$ cat src/rtl/mul16_seq_ctrl.sv
// Sequencer for a 2*CORE_W x 2*CORE_W unsigned product built from four passes
// through one shared CORE_W x CORE_W combinational multiplier core.
module mul16_seq_ctrl #(
  parameter int CORE_W = 8
) (
  input  logic                  clk,
  input  logic                  rst_n,
  input  logic                  in_valid,
  output logic                  in_ready,
  input  logic [2*CORE_W-1:0]   a,
  input  logic [2*CORE_W-1:0]   b,
  output logic [CORE_W-1:0]     mul_a,
  output logic [CORE_W-1:0]     mul_b,
  input  logic [2*CORE_W-1:0]   mul_p,
  output logic                  out_valid,
  input  logic                  out_ready,
  output logic [4*CORE_W-1:0]   result,
  output logic                  busy,
  output logic [1:0]            step
);

  localparam int OW = 2 * CORE_W;
  localparam int RW = 4 * CORE_W;

  typedef enum logic [1:0] {
    ST_IDLE = 2'd0,
    ST_MUL  = 2'd1,
    ST_DONE = 2'd2
  } state_t;

  state_t          state_r;
  state_t          state_s;
  logic [1:0]      step_r;
  logic [OW-1:0]   a_r;
  logic [OW-1:0]   b_r;
  logic [RW-1:0]   acc_r;
  logic [RW-1:0]   pp_s;
  logic [RW-1:0]   acc_s;
  logic            accept_s;
  logic            zero_s;

  assign accept_s = in_valid && (state_r == ST_IDLE);
  assign zero_s   = (a == {OW{1'b0}}) || (b == {OW{1'b0}});

  // Next-state decode plus core operand select and shifted half-product.
  always_comb begin
    state_s = state_r;
    mul_a   = {CORE_W{1'b0}};
    mul_b   = {CORE_W{1'b0}};
    pp_s    = {RW{1'b0}};
    case (state_r)
      ST_IDLE: begin
        if (accept_s) begin
          state_s = zero_s ? ST_DONE : ST_MUL;
        end else begin
          state_s = ST_IDLE;
        end
      end
      ST_MUL: begin
        // Cross terms share the CORE_W shift; the hi*hi term lands at 2*CORE_W.
        case (step_r)
          2'd0: begin
            mul_a = a_r[CORE_W-1:0];
            mul_b = b_r[CORE_W-1:0];
            pp_s  = {{OW{1'b0}}, mul_p};
          end
          2'd1: begin
            mul_a = a_r[CORE_W-1:0];
            mul_b = b_r[OW-1:CORE_W];
            pp_s  = {{CORE_W{1'b0}}, mul_p, {CORE_W{1'b0}}};
          end
          2'd2: begin
            mul_a = a_r[OW-1:CORE_W];
            mul_b = b_r[CORE_W-1:0];
            pp_s  = {{CORE_W{1'b0}}, mul_p, {CORE_W{1'b0}}};
          end
          2'd3: begin
            mul_a = a_r[OW-1:CORE_W];
            mul_b = b_r[OW-1:CORE_W];
            pp_s  = {mul_p, {OW{1'b0}}};
          end
          default: begin
            mul_a = {CORE_W{1'b0}};
            mul_b = {CORE_W{1'b0}};
            pp_s  = {RW{1'b0}};
          end
        endcase
        if (step_r == 2'd3) begin
          state_s = ST_DONE;
        end else begin
          state_s = ST_MUL;
        end
      end
      ST_DONE: begin
        if (out_ready) begin
          state_s = ST_IDLE;
        end else begin
          state_s = ST_DONE;
        end
      end
      default: state_s = ST_IDLE;
    endcase
  end

  assign acc_s = acc_r + pp_s;

  // State, operand capture, step counter and accumulator.
  always_ff @(posedge clk or negedge rst_n) begin
    if (!rst_n) begin
      state_r <= ST_IDLE;
      step_r  <= 2'd0;
      a_r     <= {OW{1'b0}};
      b_r     <= {OW{1'b0}};
      acc_r   <= {RW{1'b0}};
    end else begin
      state_r <= state_s;
      case (state_r)
        ST_IDLE: begin
          if (accept_s) begin
            a_r    <= a;
            b_r    <= b;
            acc_r  <= {RW{1'b0}};
            step_r <= 2'd0;
          end
        end
        ST_MUL: begin
          acc_r  <= acc_s;
          step_r <= step_r + 2'd1;
        end
        default: begin
          step_r <= step_r;
        end
      endcase
    end
  end

  assign in_ready  = (state_r == ST_IDLE);
  assign out_valid = (state_r == ST_DONE);
  assign busy      = (state_r != ST_IDLE);
  assign result    = acc_r;
  assign step      = (state_r == ST_MUL) ? step_r : 2'd0;

endmodule

$ cat config.mk
export PLATFORM = sky130hd
export DESIGN_NAME = mul16_seq_ctrl
export DESIGN_NICKNAME = d
export VERILOG_FILES = /design/src/rtl/mul16_seq_ctrl.sv
export SDC_FILE = /design/constraint.sdc
export NUM_CORES = 1
export LEC_CHECK = 0
export BUFFER_PORTS_ARGS = -buffer_cell sky130_fd_sc_hd__buf_2
export CELL_PAD_IN_SITES_DETAIL_PLACEMENT = 1
export CELL_PAD_IN_SITES_GLOBAL_PLACEMENT = 2
export CORE_AREA = 2 2 123 125
export DETAILED_ROUTE_END_ITERATION = 8
export DIE_AREA = 0 0 125 127
export GPL_ROUTABILITY_DRIVEN = 0
export PLACE_DENSITY = 0.9
export SYNTH_ARGS = -nofsm -noshare
export SYNTH_HDL_FRONTEND = slang
export SYNTH_SLANG_ARGS = --single-unit
$ cat constraint.sdc
create_clock -name clk -period 10.6 [get_ports clk]
set_input_delay 0.53 -clock clk [delete_from_list [all_inputs] [get_ports clk]]
set_output_delay 0.53 -clock clk [all_outputs]
set_load 0.05 [all_outputs]
==> impl_results.md <==
* Crit path top cell by count: o21ai_1
* CTS max path bufs at 2
* Crit Path Class: reg2reg
* # DRC at 0
* Slack of the worst reg-to-reg path at 6.37 ns
* Crit end category: flip-flop
* Most numerous cell in the Yosys netlist: nand2_1
* Switching part of the total at 0.552
* Startpoint types: flip-flop
* Dominant cell type by area after synthesis: dfrtp_1
* Layout cells sized above 1 at 0.194
* Die X at 125 µm
* Core Box Area at ~14,000 µm²
* Critical-path cell list: inv_1, ha_1, nor2b_1, a22oi_1, nor2_1, ha_1, and3_1, a221oi_2, o21ai_1, a21o_1, a21oi_1, o21ai_1, a311oi_1, o21ai_1, xnor2_1, o21ai_1
* Power Density at roughly 380 nW/µm²
* Syn Nets at 697
* WL/cell at 17.9 µm
* Area share of fa/ha/maj cells after synthesis at 0.0946
* CP Max Fanout at 11
* Drt first-iter violations at 245
* Slew HR at 0.205
* Max Transition Viols Final at 0
* Hold Vio Cnt, Final at 0
* Vias per cell at between 5 and 6
* Synth Register Bits at 68
* Placement Cell Area at 5480 µm²
* Syn. warnings at 0
* First-pass GRT wire length at 25.7 mm
* Hold Path Sink: b_r[7]
* ANT cells at 0
* Worst Skew at 0.0105 ns
* Async SR Flop Fraction at 1.00
* Unrepaired setup endpoints after global routing: false
* WL final at 15.8 mm
* # setup viols final at 0
* CTS Sinks at 68
* Sequential fraction of the synthesis area at 0.352
* Post-cts resize count at 0
* Router iterations before antenna repair at 5
* Peak Freq at around 0.24 GHz
* DIE HEIGHT at 127 µm
* FF-to-FF path depth at 16
* Synth Area in Compound Gates at 0.221
* Reg power frac at 0.208
* Initial Utilization at 0.335
* Clk pwr share at 0.150
* Port buffer count at 104
* Area contributors post-synth: dfrtp_1, nand2_1, ha_1
* Share of the synthesized area in the top cell type at 0.352
* Ports at 105
* CTS buffer count at 9
* Worst EP required at 10.81 ns
* Vias in the first global route at 5,041
* Syn Inst Count at 609
* GRT Residual Overflow at 0
* Setup TNS at 0 ns
* Nets at 784
* Psw at 1.22 mW
* Outcome: finished clean
* Row cnt at 44
* Hold Crit Start: b[7]
* RR Endpoint: result[24]
* Setup Fix Bufs, Post-CTS at 0
* Clock Root Buffer: clkbuf_16
* CTS clock-pin slew for the worst setup and hold paths at 0.06 ns
* Commonest cells in the netlist: nand2_1, dfrtp_1, a21oi_1, o21ai_0, ha_1
* Worst path slowest cell: ha_1
* Design Area, Final at 5790 µm²
* CTS tree: yes
* Tcrit/Tclk final at 0.399
* Antenna viol nets, final at 0
* Area delta synth->final at 19.7%
* Max stage delay on crit path at 0.48 ns
* XOR/XNOR Fraction of Synth Area at 0.0525
* Post-Syn Area at 4840 µm²
* Max Cap Violations at 0
* Min cycle time layout at 4.23 ns
* Die area at 15,900 µm²
* Worst Hold Class: in2reg
* Peak VDD IR at 0.226 mV
* Largest net degree at the start of global routing at 69
* Critical Path AT at 4.44 ns
* Cell internal pwr at 0.992 mW
* Avg Cell Area, Syn at 7.94 µm²
* Post-Synth Simple-Gate Area at 0.235
* Leakage at 2.94 nW
* Initial antenna violation count at 0
* Total track usage at 0.202
* EDFF count, synth at 0
* Count of cell types in the netlist at 55
* Vias at 4,780
* Top_reg_cell synth: dfrtp_1
* Worst r2r src: step_r[0]
* Worst Tran Pin Value at 1.19 ns
* Hold Buf Count CTS at 0
* Hold depth at 3
* Mux contribution to synthesized area at 0.00440
* Largest family of logic cells by synthesized area: simple AND/OR/NAND/NOR gates
* DP Wirelength at between 10 and 15 mm
* CTS H-Tree Depth at 3
* Logic pwr share at 0.642
* Clock latency on the worst-skew pair at ~0.35 ns
[worst max path at each step]
stage	from	to	slack, ns	cells past startpoint
3_5_place_dp	step_r[0]	result[24]	6.39	16
5_1_grt	step_r[0]	result[24]	5.97	16
3_3_place_gp	step_r[0]	result[24]	6.61	16
6_report	step_r[0]	result[24]	6.37	16
2_1_floorplan	step_r[0]	result[30]	6.96	17
4_1_cts	step_r[0]	result[24]	6.36	16
[cells by family after synthesis]
group | count (synthesis)
and+or+nand+nor | 257
AOI/OAI and AO/OA | 172
DFF | 68
buffers and inverters | 45
adders and majority gates | 36
xor gates and xnor gates | 29
muxes | 2
[worst max-delay path: cells and delay by family (launching register included)]
| family | cells | cell delay [ns] |
|---|---|---|
| buf+inv | 1 | 0.10 |
| fa+ha+maj | 2 | 0.79 |
| simple gates | 3 | 0.80 |
| compound gates | 9 | 1.82 |
| flops | 1 | 0.41 |
| xor+xnor | 1 | 0.16 |
[placed cells by master (no fill, tap or decap), types with 3 or more instances in the layout]
cell and count:
nand2_1 144, buf_2 104, dfrtp_1 68, a21oi_1 47, o21ai_0 38, ha_1 35, nor2_1 32, nand3_1 31
o21ai_1 24, and3_1 17, xor2_1 16, a22oi_1 15, inv_1 13, xnor2_1 13, a21o_1 12, nor4_1 9
clkbuf_16 9, nand4_1 7, o21a_1 4, buf_4 4, nor2b_1 3, a211o_1 3, a21oi_2 3
[final cells by class]
class / count / area (µm²)
timing repair buffer: 108 / 551
clock buffer: 9 / 225
sequential: 68 / 1700
fill: 1789 / 8630
clock inverter: 6 / 88.8
inverter: 13 / 48.8
multi-input combinational: 496 / 2940
tap: 184 / 230
[layer usage]
layer  wire length (µm)  share of wire  track usage  vias to the layer above
met1               7240           0.46        0.264                     2276
met2               7390           0.47        0.338                      153
met5                  0              0            0                        -
met3                859          0.054       0.0352                       22
li1                   -              -            -                     2329
met4                304          0.019       0.0732                        0
[registers in the layout (all words and copies together), names as in the netlist]
name / cells
a_r: 16
b_r: 16
result: 32
state_r: 2
step_r: 2
[power by group through the flow]
stage	Combinational (mW)	Clock, mW	Sequential [mW]
finish	1.42	0.332	0.461
global route	1.56	0.349	0.477
CTS	1.42	0.339	0.463
detailed placement	1.41	0	0.468
global placement	1.37	0	0.460
floorplan	0.952	0	0.602
[through the flow]
stage / hold slack, ns / instances / worst slack (ns) / total power, mW / utilization
floorplan: 0.234 / 609 / 6.96 / 1.55 / -
global placement: 0.451 / 869 / 6.61 / 1.83 / 0.380
detailed placement: 0.460 / 869 / 6.39 / 1.88 / 0.380
CTS: 0.385 / 884 / 6.36 / 2.22 / 0.401
global route: 0.401 / 884 / 5.97 / 2.38 / 0.401
finish: 0.390 / 884 / 6.37 / 2.21 / 0.401
Note: power is estimated with default switching activity, not from simulation.
